<file path="config.mk">
export PLATFORM = sky130hd
export DESIGN_NAME = tail_light_seq
export DESIGN_NICKNAME = d
export VERILOG_FILES = /design/src/rtl/tail_light_seq.sv
export SDC_FILE = /design/constraint.sdc
export NUM_CORES = 1
export LEC_CHECK = 0
export ABC_AREA = 1
export CAP_MARGIN = 20
export CORE_AREA = 2 2 39 41
export CTS_CLUSTER_SIZE = 24
export DETAILED_ROUTE_END_ITERATION = 10
export DIE_AREA = 0 0 41 43
export GPL_TIMING_DRIVEN = 0
export SYNTH_ARGS = -nofsm -noshare
export SYNTH_HDL_FRONTEND = slang
export SYNTH_SLANG_ARGS = --single-unit
</file>
<file path="constraint.sdc">
create_clock -name clk -period 3.05 [get_ports clk]
set_input_delay 0.61 -clock clk [delete_from_list [all_inputs] [get_ports clk]]
set_output_delay 0.61 -clock clk [all_outputs]
set_load 0.01 [all_outputs]
</file>
<file path="src/rtl/tail_light_seq.sv">
// Tail-light sequencer: per-side thermometer turn signals plus hazard flash,
// stepped by a prescaled tick, with all lamp outputs registered.
module tail_light_seq #(
  parameter int unsigned LAMPS = 3,
  parameter int unsigned DIV   = 1
) (
  input  logic             clk,
  input  logic             reset,
  input  logic             left,
  input  logic             right,
  input  logic             hazard,
  output logic [LAMPS-1:0] la,
  output logic [LAMPS-1:0] ra,
  output logic             busy
);

  localparam int unsigned PW = (DIV > 1) ? $clog2(DIV) : 1;
  localparam int unsigned SW = (LAMPS > 1) ? $clog2(LAMPS) : 1;
  localparam logic [PW-1:0] CNT_LAST  = PW'(DIV - 1);
  localparam logic [SW-1:0] STEP_LAST = SW'(LAMPS - 1);

  typedef enum logic [1:0] {
    ST_IDLE,
    ST_LEFT,
    ST_RIGHT,
    ST_HAZ
  } state_t;

  state_t           state;
  state_t           state_nx;
  // step holds k-1 for LEFT(k)/RIGHT(k)
  logic [SW-1:0]    step;
  logic [SW-1:0]    step_nx;
  logic [PW-1:0]    cnt;
  logic             tick_c;
  logic             haz_req_c;
  logic [LAMPS-1:0] bar_c;
  logic [LAMPS-1:0] la_nx;
  logic [LAMPS-1:0] ra_nx;
  logic             busy_nx;

  assign tick_c    = (cnt == CNT_LAST);
  assign haz_req_c = hazard | (left & right);

  // Prescaler: counts 0..DIV-1 and wraps; tick on the last count
  always_ff @(posedge clk) begin
    if (reset) begin
      cnt <= '0;
    end else if (tick_c) begin
      cnt <= '0;
    end else begin
      cnt <= cnt + PW'(1);
    end
  end

  // State and registered lamp outputs
  always_ff @(posedge clk) begin
    if (reset) begin
      state <= ST_IDLE;
      step  <= '0;
      la    <= '0;
      ra    <= '0;
      busy  <= 1'b0;
    end else begin
      state <= state_nx;
      step  <= step_nx;
      la    <= la_nx;
      ra    <= ra_nx;
      busy  <= busy_nx;
    end
  end

  // Next state on a tick; holds otherwise. Hazard preempts a running sequence,
  // but direction changes do not.
  always_comb begin
    state_nx = state;
    step_nx  = step;
    if (tick_c) begin
      case (state)
        ST_IDLE: begin
          step_nx = '0;
          if (haz_req_c)  state_nx = ST_HAZ;
          else if (left)  state_nx = ST_LEFT;
          else if (right) state_nx = ST_RIGHT;
          else            state_nx = ST_IDLE;
        end
        ST_LEFT, ST_RIGHT: begin
          if (haz_req_c) begin
            state_nx = ST_HAZ;
            step_nx  = '0;
          end else if (step == STEP_LAST) begin
            state_nx = ST_IDLE;
            step_nx  = '0;
          end else begin
            step_nx = step + SW'(1);
          end
        end
        ST_HAZ: begin
          state_nx = ST_IDLE;
          step_nx  = '0;
        end
        default: begin
          state_nx = ST_IDLE;
          step_nx  = '0;
        end
      endcase
    end
  end

  // Lamp pattern for the next state: k innermost lamps lit in LEFT/RIGHT(k)
  always_comb begin
    bar_c   = '0;
    la_nx   = '0;
    ra_nx   = '0;
    busy_nx = (state_nx != ST_IDLE);
    for (int i = 0; i < int'(LAMPS); i++) begin
      bar_c[i] = (SW'(i) <= step_nx);
    end
    case (state_nx)
      ST_LEFT:  la_nx = bar_c;
      ST_RIGHT: ra_nx = bar_c;
      ST_HAZ: begin
        la_nx = '1;
        ra_nx = '1;
      end
      default: begin
        la_nx = '0;
        ra_nx = '0;
      end
    endcase
  end

endmodule

</file>
Yosys cells after proc, flatten, opt, wreduce, memory -nomap -nowiden
Cells that the tools add are included.
Operators by class
  add/subtract/negate cells: 2
  magnitude comparators: 3
  equality and inequality tests: 7
  multiplexer cells: 13
  bitwise operators: 3
  reduce and logical (&&, ||, !) cells: 5
Operator list (count)
  2-bit two-way mux: 9
  3-bit one-hot mux with 2 select lines: 2
  2-bit equality test (second input constant): 5
  2-bit one-hot mux with 3 select lines: 1
  2-bit OR reduction: 3
  2-bit by 1-bit equality test with 1-bit output (second input constant): 2
  1-bit by 2-bit <= comparator with 1-bit output (first input constant): 2
  2-bit one-hot mux with 2 select lines: 1
  2-bit by 1-bit adder with 2-bit output (second input constant): 1
  2-bit <= comparator (first input constant): 1
  2-bit zero test: 1
  2-bit nonzero test: 1
  1-bit adder (second input constant): 1
  1-bit bitwise AND: 1
  1-bit NOT: 1
  1-bit OR: 1
Word-level totals
  register bits: 12
  input port bits: 5
  output and inout bits: 7
  word-level logic and storage cells: 39

Depth between registers and ports, before layout
  depth after elaboration: 7
  mapped depth: 10
  gate-level depth less buffers: 10

Worst setup path before layout
Ideal clock, no wire load.
  path kind: register to register
  start point: register la[0] (netlist name)
  end point: register la[1]
  setup time: 0.113 ns
  data arrival time: 1.159 ns
  required time: 2.937 ns
  setup slack: 1.779 ns
  stages on the path, launching flop included: 11
  buffers on the path: 0
  clock period less this slack: 1.271 ns
  cells stage by stage: dfxtp_1 -> inv_1 -> ha_1 -> inv_1 -> nor2_2 -> o21ai_1 -> nand2_1 -> nand2_1 -> nand2_2 -> nor2_1 -> nor2_1
RTL lines
  end signal, assigned: line 67  | la <= la_nx;
  end, declared: line 12  | output logic [LAMPS-1:0] la,

Worst setup path in the final report
  start point: register la[0]
  end point: output port la[0]
No word-level cell between the ends.

==> summary.txt <==
Worst setup path
  – Worst-path fanout max: 3
  – Crit. End Element: output port
  – CP max stage cell: clkdlybuf4s50_1
  – Crit path cell chain: buf_4 -> clkdlybuf4s50_1
  – Worst setup SP type: flip-flop
  – CP Class: reg2out
  – Max incr delay on CP: 510 ps
  – Worst EP required: 2440 ps
  – Arrival time worst endpoint: 1230 ps

Timing
  – Post-layout min period: 1840 ps
  – RSZ-0062 raised after global routing: no
  – Final setup TNS: 0 ps
  – Tcrit/Tclk final: 0.603
  – Fin. max-slew vios: 0
  – Setup violators final: 0
  – Clock skew: 0.310 ps
  – Fmax: 0.544 GHz
  – Final Hold Violating Endpoints: 0

Place
  – DP Area: 609 um2
  – I/O Buffers: 11
  – Routability cong.: 0.675
  – Dpl hpwl: 640 um

Cells and area
  – Fin nets: 90
  – Layout area overhead: 32.6%
  – Fill cell count: 141
  – N_diodes: 0
  – Share of cells above drive strength 1: 0.145
  – Most frequent cells in the layout: 14 x inv_1, 14 x nand2_1, 14 x nor2_1, 11 x dfxtp_1, 11 x clkdlybuf4s50_1
  – Fin util: 0.459
  – Design Area, Final: 636 um2

Global route
  – Tot GR Track Use: 0.115
  – Largest net degree at the start of global routing: 7
  – Initial antenna violation count: 0
  – Global-route wire length before repair: 1360 um
  – Total gr overflow: 0
  – Vias in the first global route: 357

Logic synthesis
  – Synth Area in Compound Gates: 0.0496
  – Cells after Synth: 68
  – Syn Nets: 74
  – Synth Area in Simple Gates: 0.332
  – Yosys reg bits: 11
  – Main combinational cell family by area after synthesis: simple AND/OR/NAND/NOR gates
  – Adder-cell area share of the yosys netlist: 0.0261
  – Ys Warns: 0
  – Avg Inst Size Synth: 7.05 um2
  – Post-synthesis xor/xnor area fraction: 0
  – Post-synthesis mux area share: 0
  – Sequential fraction of the synthesis area: 0.460
  – Unique masters post-synth: 14
  – Mapped Area: 479 um2

Drt
  – DR vias: 400
  – Average vias per placed instance: 4.04
  – First DRT Iteration DRCs: 8
  – Drt pass-1 iters: 3
  – Antenna Violating Nets Remaining: 0
  – Drt drc: 0
  – WL per Instance: 7.67 um
  – Post-Route WL: 759 um

Clocking
  – CTS resizes: 0
  – Clock Root Buffer: clkbuf_4
  – Clk_lat worst skew: 260 ps
  – Num CTS Buffers: 3
  – CTS tree: done
  – CTS Hold Bufs: 0
  – Post-CTS Setup Bufs: 0
  – CTS Sinks: 11
  – H-tree Lvls: 1
  – Deepest clock path buffer count: 2
  – Clock transition at path regs: 60 ps

Floorplan
  – Core area: 1380 um2
  – DIE HEIGHT: 43 um
  – Die area: 1760 um2
  – Rows: 14
  – Die extent in x: 41 um
  – Initial core utilization: 0.346
  – # IOs: 12

Pwr
  – PwrDens: 513 nW/um2
  – Max IR drop VDD: 0.270 mV
  – Leak: 0.332 nW

Outcome
  – Outcome: finished clean

Flow run
  – Max Cap Viol: 0

Min path
  – Hold Crit Class: reg2reg
[state kept, by name (all words and copies together) (netlist names)]
name / flops
busy: 1
cnt: 1
la: 3
ra: 3
state: 1
step: 2
[cells in the mapped netlist]
library cell | n | area, um2
a21oi_2 | 1 | 8.76
buf_4 | 1 | 7.51
conb_1 | 1 | 3.75
dfxtp_1 | 11 | 220
ha_1 | 1 | 12.5
inv_1 | 14 | 52.6
nand2_1 | 14 | 52.6
nand2_2 | 4 | 25.0
nand2_4 | 1 | 11.3
nand3_1 | 1 | 5.00
nor2_1 | 14 | 52.6
nor2_2 | 2 | 12.5
o21ai_0 | 2 | 10.0
o21ai_1 | 1 | 5.00
[stage by stage]
stage | setup WS (ps) | hold slack, ps | std cells | power (mW)
finish | 1210 | 614 | 99 | 0.326
global route | 1130 | 648 | 99 | 0.352
CTS | 1200 | 616 | 99 | 0.331
detailed placement | 1260 | 609 | 95 | 0.236
global placement | 1250 | 581 | 95 | 0.236
floorplan | 1780 | 557 | 68 | 0.207
[path summary, 6_finish.rpt]
kind	from	end	slack [ps]	cells past startpoint
max	la[0]	la[0]	1210	2
min	state[1]	state[1]	610	4
max reg2reg	la[0]	la[1]	1680	10
min reg2reg	state[1]	state[1]	610	4
[layout make-up]
cell class | instances | area (um2) | area share
multi-input combinational | 42 | 199 | 0.313
inverter | 14 | 52.6 | 0.0827
buffer | 1 | 7.51 | 0.0118
clock buffer | 4 | 26.3 | 0.0413
tap | 16 | 20.0 | 0.0315
timing repair buffer | 11 | 110 | 0.173
sequential | 11 | 220 | 0.346
[where the power goes]
group / leakage [nW] / switching [mW] / internal (mW) / total, mW
sequential: 0.0903 / 0.00446 / 0.155 / 0.159
combinational: 0.227 / 0.0373 / 0.0352 / 0.0724
clock: 0.0150 / 0.0441 / 0.0505 / 0.0946
[critical path: cells and delay by family, from the launching register on]
family / cells / cell delay [ps]
buffers and inverters: 2 / 620
DFF: 1 / 350
[cells by family after synthesis]
kind of cell | Yosys count
compound gates | 4
fa+ha+maj | 1
buf+inv | 15
flops | 11
other cells | 1
simple gates | 36
[routing by layer]
metal / up-vias / wire, um / track usage
li1: 223 / - / -
met1: 169 / 378 / 0.146
met2: 6 / 340 / 0.159
met3: 2 / 23 / 0.0471
met4: 0 / 17 / 0.0600
met5: - / 0 / 0
No activity file was read; power rests on OpenSTA's default activity.
